## config.mk

```make
export PLATFORM = sky130hd
export DESIGN_NAME = sm83_bus_responder
export DESIGN_NICKNAME = d
export VERILOG_FILES = /design/src/rtl/sm83_bus_responder.sv
export SDC_FILE = /design/constraint.sdc
export NUM_CORES = 1
export LEC_CHECK = 0
export CORE_MARGIN = 5
export CORE_UTILIZATION = 45
export DETAILED_ROUTE_END_ITERATION = 10
export GPL_TIMING_DRIVEN = 0
export PLACE_DENSITY = 0.89
export SETUP_SLACK_MARGIN = 0.02
export SLEW_MARGIN = 0
export SYNTH_ARGS = -nofsm -noshare
export SYNTH_HDL_FRONTEND = slang
export SYNTH_SLANG_ARGS = --single-unit
```

## constraint.sdc

```tcl
create_clock -name clk -period 4.79 [get_ports clk]
set_input_delay 0.958 -clock clk [delete_from_list [all_inputs] [get_ports clk]]
set_output_delay 0.958 -clock clk [all_outputs]
set_load 0.1 [all_outputs]
```

## src/rtl/sm83_bus_responder.sv

```systemverilog
// SM83 memory-bus responder: decodes CPU requests to boot ROM, WRAM/echo or unmapped
// space, strobes the device for a per-region wait count, and owns the 0xFF50 boot latch.
module sm83_bus_responder #(
    parameter int unsigned ROM_WAIT  = 1,
    parameter int unsigned WRAM_WAIT = 1
) (
    input  logic        clk,
    input  logic        rst_n,
    input  logic        req,
    input  logic        we,
    input  logic [15:0] addr,
    input  logic [7:0]  wdata,
    output logic [7:0]  rdata,
    output logic        ack,
    output logic        rom_cs,
    output logic [7:0]  rom_addr,
    input  logic [7:0]  rom_rdata,
    output logic        wram_cs,
    output logic        wram_we,
    output logic [12:0] wram_addr,
    output logic [7:0]  wram_wdata,
    input  logic [7:0]  wram_rdata,
    output logic        boot_en
);

    localparam int unsigned WCNT_W = 4;

    typedef enum logic [1:0] {IDLE, ACCESS, RESP} state_t;
    typedef enum logic [1:0] {RGN_ROM, RGN_WRAM, RGN_REG, RGN_UNMAP} region_t;

    state_t              state;
    region_t             region;
    region_t             region_d;
    logic [WCNT_W-1:0]   wcnt;
    logic [WCNT_W-1:0]   wait_d;
    logic                we_q;
    logic [7:0]          wdata_q;

    // Address decode against the current boot latch; only used when latching in IDLE.
    always_comb begin
        region_d = RGN_UNMAP;
        wait_d   = '0;
        if (addr[15:8] == 8'h00 && boot_en) begin
            region_d = RGN_ROM;
            wait_d   = WCNT_W'(ROM_WAIT);
        end else if (addr >= 16'hC000 && addr <= 16'hFDFF) begin
            region_d = RGN_WRAM;
            wait_d   = WCNT_W'(WRAM_WAIT);
        end else if (addr == 16'hFF50) begin
            region_d = RGN_REG;
        end
    end

    always_ff @(posedge clk) begin
        if (!rst_n) begin
            state      <= IDLE;
            region     <= RGN_UNMAP;
            wcnt       <= '0;
            we_q       <= 1'b0;
            wdata_q    <= '0;
            rdata      <= 8'hFF;
            ack        <= 1'b0;
            rom_cs     <= 1'b0;
            rom_addr   <= '0;
            wram_cs    <= 1'b0;
            wram_we    <= 1'b0;
            wram_addr  <= '0;
            wram_wdata <= '0;
            boot_en    <= 1'b1;
        end else begin
            case (state)
                IDLE: begin
                    ack <= 1'b0;
                    if (req) begin
                        state      <= ACCESS;
                        region     <= region_d;
                        wcnt       <= wait_d;
                        we_q       <= we;
                        wdata_q    <= wdata;
                        rom_cs     <= (region_d == RGN_ROM);
                        rom_addr   <= addr[7:0];
                        wram_cs    <= (region_d == RGN_WRAM);
                        wram_addr  <= addr[12:0];
                        wram_wdata <= wdata;
                        // Write strobe is raised only for the final ACCESS cycle.
                        wram_we    <= we && (region_d == RGN_WRAM) && (wait_d == '0);
                    end
                end
                ACCESS: begin
                    if (wcnt != '0) begin
                        wcnt    <= wcnt - WCNT_W'(1);
                        wram_we <= we_q && (region == RGN_WRAM) && (wcnt == WCNT_W'(1));
                    end else begin
                        state   <= RESP;
                        ack     <= 1'b1;
                        rom_cs  <= 1'b0;
                        wram_cs <= 1'b0;
                        wram_we <= 1'b0;
                        if (!we_q) begin
                            case (region)
                                RGN_ROM:  rdata <= rom_rdata;
                                RGN_WRAM: rdata <= wram_rdata;
                                RGN_REG:  rdata <= {7'h7F, ~boot_en};
                                default:  rdata <= 8'hFF;
                            endcase
                        end else if (region == RGN_REG && wdata_q != 8'h00) begin
                            boot_en <= 1'b0;
                        end
                    end
                end
                RESP: begin
                    ack   <= 1'b0;
                    state <= IDLE;
                end
                default: state <= IDLE;
            endcase
        end
    end

endmodule

```

== Word level (Yosys, flattened, before mapping) ==
Index checks and enable logic that the tools add are counted.
Storage, ports and cells
  register bits: 51
  bits of input ports: 44
  output and inout port bits: 42
  word-level logic and storage cells: 76
Cells by class
  $add $sub $neg: 1
  order comparisons: 2
  equal/unequal tests: 10
  muxes and demuxes: 22
  bitwise gates (word level): 3
  reductions and logical operators: 25
Operators by type and width (count)
  one-hot mux 8 bit (3 select lines): 1
  == test 16 bit, second input constant: 1
  >= comparator 16 bit, second input constant: 1
  less-or-equal comparator 16 bit, second input constant: 1
  two-way mux 1 bit: 9
  AND reduction 3 bit: 3
  zero test 8 bit: 1
  two-way mux 2 bit: 4
  two-way mux 4 bit: 2
  one-hot mux 1 bit (2 select lines): 4
  one-hot mux 4 bit (2 select lines): 1
  AND reduction 2 bit: 4
  nonzero test 8 bit: 1
  logical AND 1 bit: 7
  == test 2 x 1 -> 1 bit, second input constant: 3
  zero test 2 bit: 3
  inequality test 2 bit, second input constant: 3
  == test 2 bit, second input constant: 2
  == test 4 x 1 -> 1 bit, second input constant: 1
  zero test 4 bit: 1
  one-hot mux 2 bit (2 select lines): 1
  AND reduction 4 bit: 1
  nonzero test 2 bit: 2
  nonzero test 4 bit: 1
  other kinds (3): 5

== Logic depth before layout (Yosys ltp) ==
Gate-level depths: netlist of run 1.
  depth in word-level cells: 9
  gate-level depth with buffers: 8
  depth with buffers taken out: 6

== Worst setup path after synthesis of run 1 ==
OpenSTA, ideal clock, no wires.
  path type: flip-flop to output port
  from: reg rom_addr[0] (netlist name)
  to: out wram_addr[0]
  arrival time: 1.373 ns
  setup slack: 2.459 ns
  stages on the path, launching flop included: 2
  cells stage by stage: dfxtp_1 buf_4
RTL lines
  to (decl): line 20  | output logic [12:0] wram_addr,

== Worst setup path in the final report of run 1 ==
  from: reg boot_en
  to: out boot_en
RTL lines
  from (decl): line 23  | output logic boot_en
  from (signal assigned): line 69  | boot_en <= 1'b1;
  from (signal assigned): line 107  | boot_en <= 1'b0;
No word-level cell between the ends.

==> qor.csv, run 1 <==
stage,metric,value,unit
status,outcome,finished clean,
die,die_width,75.6,um
power,power.density,333,nW/um^2
power,cellLeakagePower,0.00113,uW
logic_synthesis,synthAdderAreaFrac,0.0194,
critical_path,crit_type,flip-flop to output port,
logic_synthesis,ys_seq_elements,43,
clock_network,clk_latency,0.29,ns
global_route,grt_max_degree,13,
place,portBuffers,85,
critical_path,cp-endpoint,boot_en,
global_route,grt_usage,0.190,
drt,route.met3.wl,635,um
critical_path,path_cells,clkdlybuf4s50_1,
global_route,grt_overflow,0,
power,switchingPower,382,uW
finish,syn2layout_area_growth,51.4,%
logic_synthesis,synth_compound_area_frac,0.184,
clock_network,cts_made_buffers,5,
timing,rsz0062_at_grt,false,
finish,final_util,0.717,
finish,layout-drive-gt1-share,0.0923,
logic_synthesis,yosys.area_share.xor_xnor,0.00905,
timing,fin_crit_sh,0.601,
place,hpwl,4.20,mm
finish,fin_nets,371,
drt,drtIter0Drc,58,
die,die_area,5710,um^2
critical_path,startpoint_type,flip-flop,
critical_path,crit_path_start,boot_en$_SDFFE_PN1P_,
place,place_inst,367,
critical_path,path_depth,1,
clock_network,clockBufferDepth,2,
die,die_h,75.6,um
logic_synthesis,synth_top_cell_by_area,dfxtp_1,
logic_synthesis,synthSimpleGateAreaFrac,0.249,
flow_run,max-cap-violations,0,
logic_synthesis,synthArstFlopShare,0,
global_route,grt_pass1_vias,1918,
power,ir_drop,215,uV
logic_synthesis,synthFlopType,dfxtp_1,
drt,drtAntennaViolNets,0,
global_route,antenna_found_initial,0,
clock_network,h-tree-depth,2,
timing,setup_viol,0,
timing,worstMarginPinSlew,1.00,ns
power,power_frac_clock,0.225,
drt,vias,1927,
clock_network,ctsHoldBuffers,0,
die,rows,23,
logic_synthesis,ys.warnings.count,0,
logic_synthesis,synthCells,232,
logic_synthesis,yosysTopAreaCellShare,0.445,
clock_network,path_clk_slew,0.08,ns
critical_path,path_buf_inv,1,
clock_network,cts_root_buffer,clkbuf_8,
timing,drv_slew,0,
critical_path,ff2ff_path_depth,8,
drt,routedWlPerCell,14.2,um
drt,vias_per_cell,5.14,
clock_network,cts_sinks,43,
logic_synthesis,yosysMostFrequentCell,nand2_1,
min_path,hold_class,flip-flop to flip-flop,
logic_synthesis,avgSynthCellArea,8.34,um^2
die,start_util,0.474,
critical_path,cpMaxStageDelayCell,clkdlybuf4s50_1,
timing,setup_tns,0,ns
logic_synthesis,synth-edff-count,0,
critical_path,critical-path-max-stage-delay,1.18,ns
critical_path,crit_required,3.83,ns
logic_synthesis,synthesis.area,1940,um^2
timing,hold_viol_final,0,
clock_network,cts.repair.resized,0,
power,combPwrFrac,0.370,
timing,period_minus_slack,2.88,ns
timing,max-slew-margin-rel,0.329,
critical_path,endpoint_kind,output port,
place,dpl_cell_area,2850,um^2
place,place_congestion,0.766,
critical_path,critical_path.max_fanout,4,
critical_path,crit_arrival,1.92,ns
drt,drc,0,
die,coreArea,4090,um^2
drt,firstDrtPassIters,4,
clock_network,postCtsSetupBuffers,0,
timing,fmax,0.347,GHz
finish,diodes,0,
power,p_sw_frac,0.391,
logic_synthesis,synth_seq_area_share,0.445,
critical_path,r2r_start,wcnt[0]$_SDFFE_PN0P_,
power,intPower,594,uW
logic_synthesis,ys_top_cells_by_count,"nand2_1, dfxtp_1, a21oi_1",
critical_path,r2r_slack,2.81,ns
logic_synthesis,synthTopCellsByArea,"dfxtp_1, nand2_1, a21oi_1, o211ai_2, buf_4",
logic_synthesis,synthMuxAreaShare,0.0175,
clock_network,cts_tree,done,
critical_path,r2r-end,rdata[3]$_SDFFE_PN1P_,
logic_synthesis,synth_top_family_by_area,simple AND/OR/NAND/NOR gates,
logic_synthesis,synth_cell_types,39,
timing,skew,0.00292,ns
logic_synthesis,synth_fp_nets,279,
critical_path,crit_family,buffers and inverters,
drt,wl_met1,2.13,mm
die,num_io_pins,86,
finish,stdcell_count,375,
min_path,hp-start,wram_addr[8]$_SDFFE_PN0P_,
global_route,grt_pass1_wl,8.40,mm
power,seq_power_share,0.405,
drt,route.met2.wl,2.52,mm
drt,highest_layer,met4,
drt,finalWirelength,5.34,mm
finish,final_area,2930,um^2
==> flip-flops by register name, summed over array words and instances, names as in the netlist, 2 cells and up <==
| register | count |
|---|---|
| rdata | 8 |
| rom_addr | 7 |
| wdata_q | 8 |
| wram_addr | 6 |
| state | 2 |
| region | 2 |
| wcnt | 4 |
==> metrics by stage <==
step	total power, uW	worst slack [ns]	hold slack, ns
finish	977	1.91	0.460
global route	1020	1.87	0.487
CTS	981	1.91	0.464
detailed placement	766	1.89	0.453
global placement	760	1.94	0.442
floorplan	660	2.46	0.454
==> how the worst min path moves through the flow <==
stage | endpoint | slack, ns | cells past startpoint
2_1_floorplan | we_q$_SDFFE_PN0P_ | 0.45 | 2
3_3_place_gp | wram_addr[12]$_SDFFE_PN0P_ | 0.44 | 2
3_5_place_dp | wram_addr[10]$_SDFFE_PN0P_ | 0.45 | 2
4_1_cts | wram_addr[10]$_SDFFE_PN0P_ | 0.46 | 2
5_1_grt | wram_addr[10]$_SDFFE_PN0P_ | 0.49 | 2
6_report | wram_addr[8]$_SDFFE_PN0P_ | 0.46 | 2
==> routing by layer <==
metal  vias up  global-route usage
met4         0              0.0583
met3         7              0.0739
met1       875               0.213
met2        77               0.334
met5         -                   0
li1        968                   -
==> cell families (layout without fill, tap and decap cells) <==
group | count (synthesis) | after routing
adders and majority gates | 3 | 3
buffers and inverters | 25 | 118
AOI/OAI and AO/OA | 52 | 52
DFF | 43 | 43
muxes | 3 | 3
xor gates and xnor gates | 2 | 2
and+or+nand+nor | 104 | 104
==> power by group through the flow <==
stage | clock (uW) | sequential (uW) | combinational, uW
after floorplan | 0 | 539 | 121
after global placement | 0 | 403 | 357
after detailed placement | 0 | 404 | 362
after CTS | 223 | 396 | 363
after global routing | 240 | 399 | 380
final | 219 | 396 | 362
==> area by class of cell <==
| class | instances | area [um^2] |
|---|---|---|
| Fill cell | 336 | 1160 |
| Multi-Input combinational cell | 164 | 927 |
| Sequential cell | 43 | 861 |
| Timing Repair Buffer | 85 | 851 |
| Buffer | 22 | 136 |
| Clock buffer | 7 | 76.3 |
| Tap cell | 50 | 62.6 |
| Inverter | 3 | 11.3 |
| Clock inverter | 1 | 5.00 |
==> cell usage in the layout (no fill, tap or decap), types with 3 or more instances in the layout <==
cell / count
buf_1: 3
a21oi_1: 27
a211oi_1: 7
clkbuf_1: 11
ha_1: 3
dfxtp_1: 43
clkdlybuf4s50_1: 85
mux2_2: 3
inv_1: 3
buf_4: 8
nand3_1: 4
nor2b_1: 8
clkbuf_8: 5
nand2_1: 63
nor2_1: 12
o211ai_2: 8
(Power assumes the default switching activity.)
==> inputs of run 2 (changes only) <==
- CORE_UTILIZATION: 45 -> 41
- PLACE_DENSITY: 0.89 -> 0.83
- clock period: 4.79 -> 2.8 ns (I/O delays scaled with it)
==> run 2 against run 1 <==
  * Routed wire length decreased by 0.79%
  * Total power increased by 90%
  * Final cell count increased by 1.1%
  * Non-clock buffer count unchanged
  * Critical endpoint is now wram_addr[4]
  * Largest power group unchanged
==> qor.csv, run 2 (same netlist as run 1, synthesis figures left out) <==
stage,metric,value,unit,change
die,start_util,0.415,,was 0.474
timing,skew,0.00397,ns,was 0.00292 ns
critical_path,crit_required,2.24,ns,was 3.83 ns
clock_network,clockBufferDepth,2,,unchanged
global_route,grt_pass1_vias,1871,,"was 1,918"
timing,drv_slew,0,,unchanged
place,place_congestion,0.831,,was 0.766
drt,routedWlPerCell,14.0,um,was 14.2 um
finish,layout_commonest_cell,clkdlybuf4s50_1,,unchanged
clock_network,path_clk_slew,0.08,ns,about the same
critical_path,crit_type,flip-flop to output port,,unchanged
place,portBuffers,85,,unchanged
status,outcome,finished clean,,unchanged
clock_network,cts.repair.resized,0,,unchanged
finish,fin_nets,371,,unchanged
clock_network,h-tree-depth,2,,unchanged
timing,setup_tns,0,ns,unchanged
power,power.density,623,nW/um^2,was 333 nW/um^2
critical_path,crit_path_start,rom_addr[4]$_SDFFE_PN0P_,,was boot_en$_SDFFE_PN1P_
global_route,grt_usage,0.173,,was 0.190
clock_network,cts_sinks,43,,unchanged
drt,vias,1905,,"was 1,927"
min_path,hold_class,flip-flop to flip-flop,,unchanged
die,coreArea,4660,um^2,was 4090 um^2
clock_network,clk_latency,0.29,ns,about the same
critical_path,crit_arrival,1.93,ns,was 1.92 ns
global_route,grt_overflow,0,,unchanged
timing,hold_viol_final,0,,unchanged
critical_path,startpoint_type,flip-flop,,unchanged
critical_path,r2r-end,rdata[3]$_SDFFE_PN1P_,,unchanged
die,die_width,78.7,um,was 75.6 um
critical_path,path_buf_inv,2,,was 1
finish,fill_cells,420,,was 336
clock_network,postCtsSetupBuffers,0,,unchanged
critical_path,crit_family,buffers and inverters,,unchanged
critical_path,cpMaxStageDelayCell,clkdlybuf4s50_1,,unchanged
critical_path,path_cells,buf_4 > clkdlybuf4s50_1,,was clkdlybuf4s50_1
place,place_inst,371,,was 367
critical_path,cp-endpoint,wram_addr[4],,was boot_en
clock_network,ctsHoldBuffers,0,,unchanged
clock_network,cts_made_buffers,5,,unchanged
drt,drc,0,,unchanged
die,rows,25,,was 23
finish,final_util,0.641,,was 0.717
drt,firstDrtPassIters,4,,unchanged
critical_path,critical_path.max_fanout,3,,was 4
critical_path,path_depth,2,,was 1
clock_network,cts_root_buffer,clkbuf_8,,unchanged
drt,drtAntennaViolNets,0,,unchanged
timing,setup_ws,0.305,ns,was 1.91 ns
finish,stdcell_count,379,,was 375
timing,max-slew-margin-rel,0.332,,was 0.329
critical_path,critical-path-max-stage-delay,1.13,ns,was 1.18 ns
finish,diodes,0,,unchanged
place,hpwl,4.12,mm,was 4.20 mm
die,die_h,78.7,um,was 75.6 um
flow_run,max-cap-violations,0,,unchanged
global_route,grt_max_degree,14,,was 13
die,num_io_pins,86,,unchanged
global_route,antenna_found_initial,0,,unchanged
timing,worstMarginPinSlew,0.999,ns,was 1.00 ns
drt,finalWirelength,5.30,mm,was 5.34 mm
timing,fmax,0.401,GHz,
power,cellLeakagePower,0.00115,uW,was 0.00113 uW
finish,layout_common_cells,"clkdlybuf4s50_1, nand2_1, dfxtp_1",,unchanged
timing,rsz0062_at_grt,false,,unchanged
finish,layout-drive-gt1-share,0.0954,,was 0.0923
die,die_area,6200,um^2,was 5710 um^2
power,ir_drop,365,uV,was 215 uV
global_route,grt_pass1_wl,8.54,mm,was 8.40 mm
critical_path,ff2ff_path_depth,8,,unchanged
timing,period_minus_slack,2.49,ns,
clock_network,cts_tree,done,,unchanged
critical_path,r2r_start,wcnt[0]$_SDFFE_PN0P_,,unchanged
critical_path,r2r_slack,0.83,ns,was 2.81 ns
place,dp_slack,0.358,ns,was 1.89 ns
drt,drtIter0Drc,73,,was 58
drt,vias_per_cell,5.03,,was 5.14
finish,syn2layout_area_growth,54.3,%,was 51.4%
finish,reg.largest.list,"rdata x8, wdata_q x8, rom_addr x7",,unchanged
timing,setup_viol,0,,unchanged
power,p_total,1860,uW,was 977 uW
min_path,hp-start,wram_addr[8]$_SDFFE_PN0P_,,unchanged
critical_path,endpoint_kind,output port,,unchanged
timing,fin_crit_sh,0.891,,
## run 2: worst min-delay path by stage
| stage | endpoint | slack [ns] | depth (start not counted) |
|---|---|---|---|
| after floorplan | we_q$_SDFFE_PN0P_ | 0.45 | 2 |
| after global placement | wram_addr[9]$_SDFFE_PN0P_ | 0.44 | 2 |
| after detailed placement | wram_addr[9]$_SDFFE_PN0P_ | 0.45 | 2 |
| after CTS | wram_addr[9]$_SDFFE_PN0P_ | 0.46 | 2 |
| after global routing | wram_addr[8]$_SDFFE_PN0P_ | 0.47 | 2 |
| final | wram_addr[8]$_SDFFE_PN0P_ | 0.46 | 2 |
## run 2: layer usage
layer | GRT usage | routed length (um)
met5 | 0 | 0
met4 | 0.0647 | 87
met3 | 0.0635 | 471
met2 | 0.301 | 2500
met1 | 0.193 | 2250
## run 2: report_power, final
| group | internal [uW] | switching (uW) |
|---|---|---|
| Combinational | 190 | 426 |
| Sequential | 651 | 25.7 |
| Clock | 357 | 210 |
| Total | 1200 | 661 |
## run 2: worst reg2reg max path: stages (launching register included)
cell and delay (ns):
dfxtp_1 0.35, inv_1 0.09, ha_1 0.18, or3b_4 0.39, or3_1 0.37, buf_6 0.15
buf_12 0.14, nand2_1 0.08, o211ai_2 0.08
## run 2: through the flow
| step | area, um^2 | hold WS (ns) |
|---|---|---|
| 6_report | 2990 | 0.457 |
| 5_1_grt | 2990 | 0.471 |
| 4_1_cts | 2990 | 0.459 |
| 3_5_place_dp | 2850 | 0.447 |
| 3_3_place_gp | 2850 | 0.441 |
| 2_1_floorplan | 1940 | 0.454 |
## run 2: area by class of cell
type	count	area (um^2)	area share
multi-input combinational	164	927	0.310
sequential	43	861	0.288
timing repair buffer	85	851	0.285
buffer	22	136	0.0457
clock buffer	6	72.6	0.0243
tap	54	67.6	0.0226
clock inverter	2	60.1	0.0201
inverter	3	11.3	0.00377
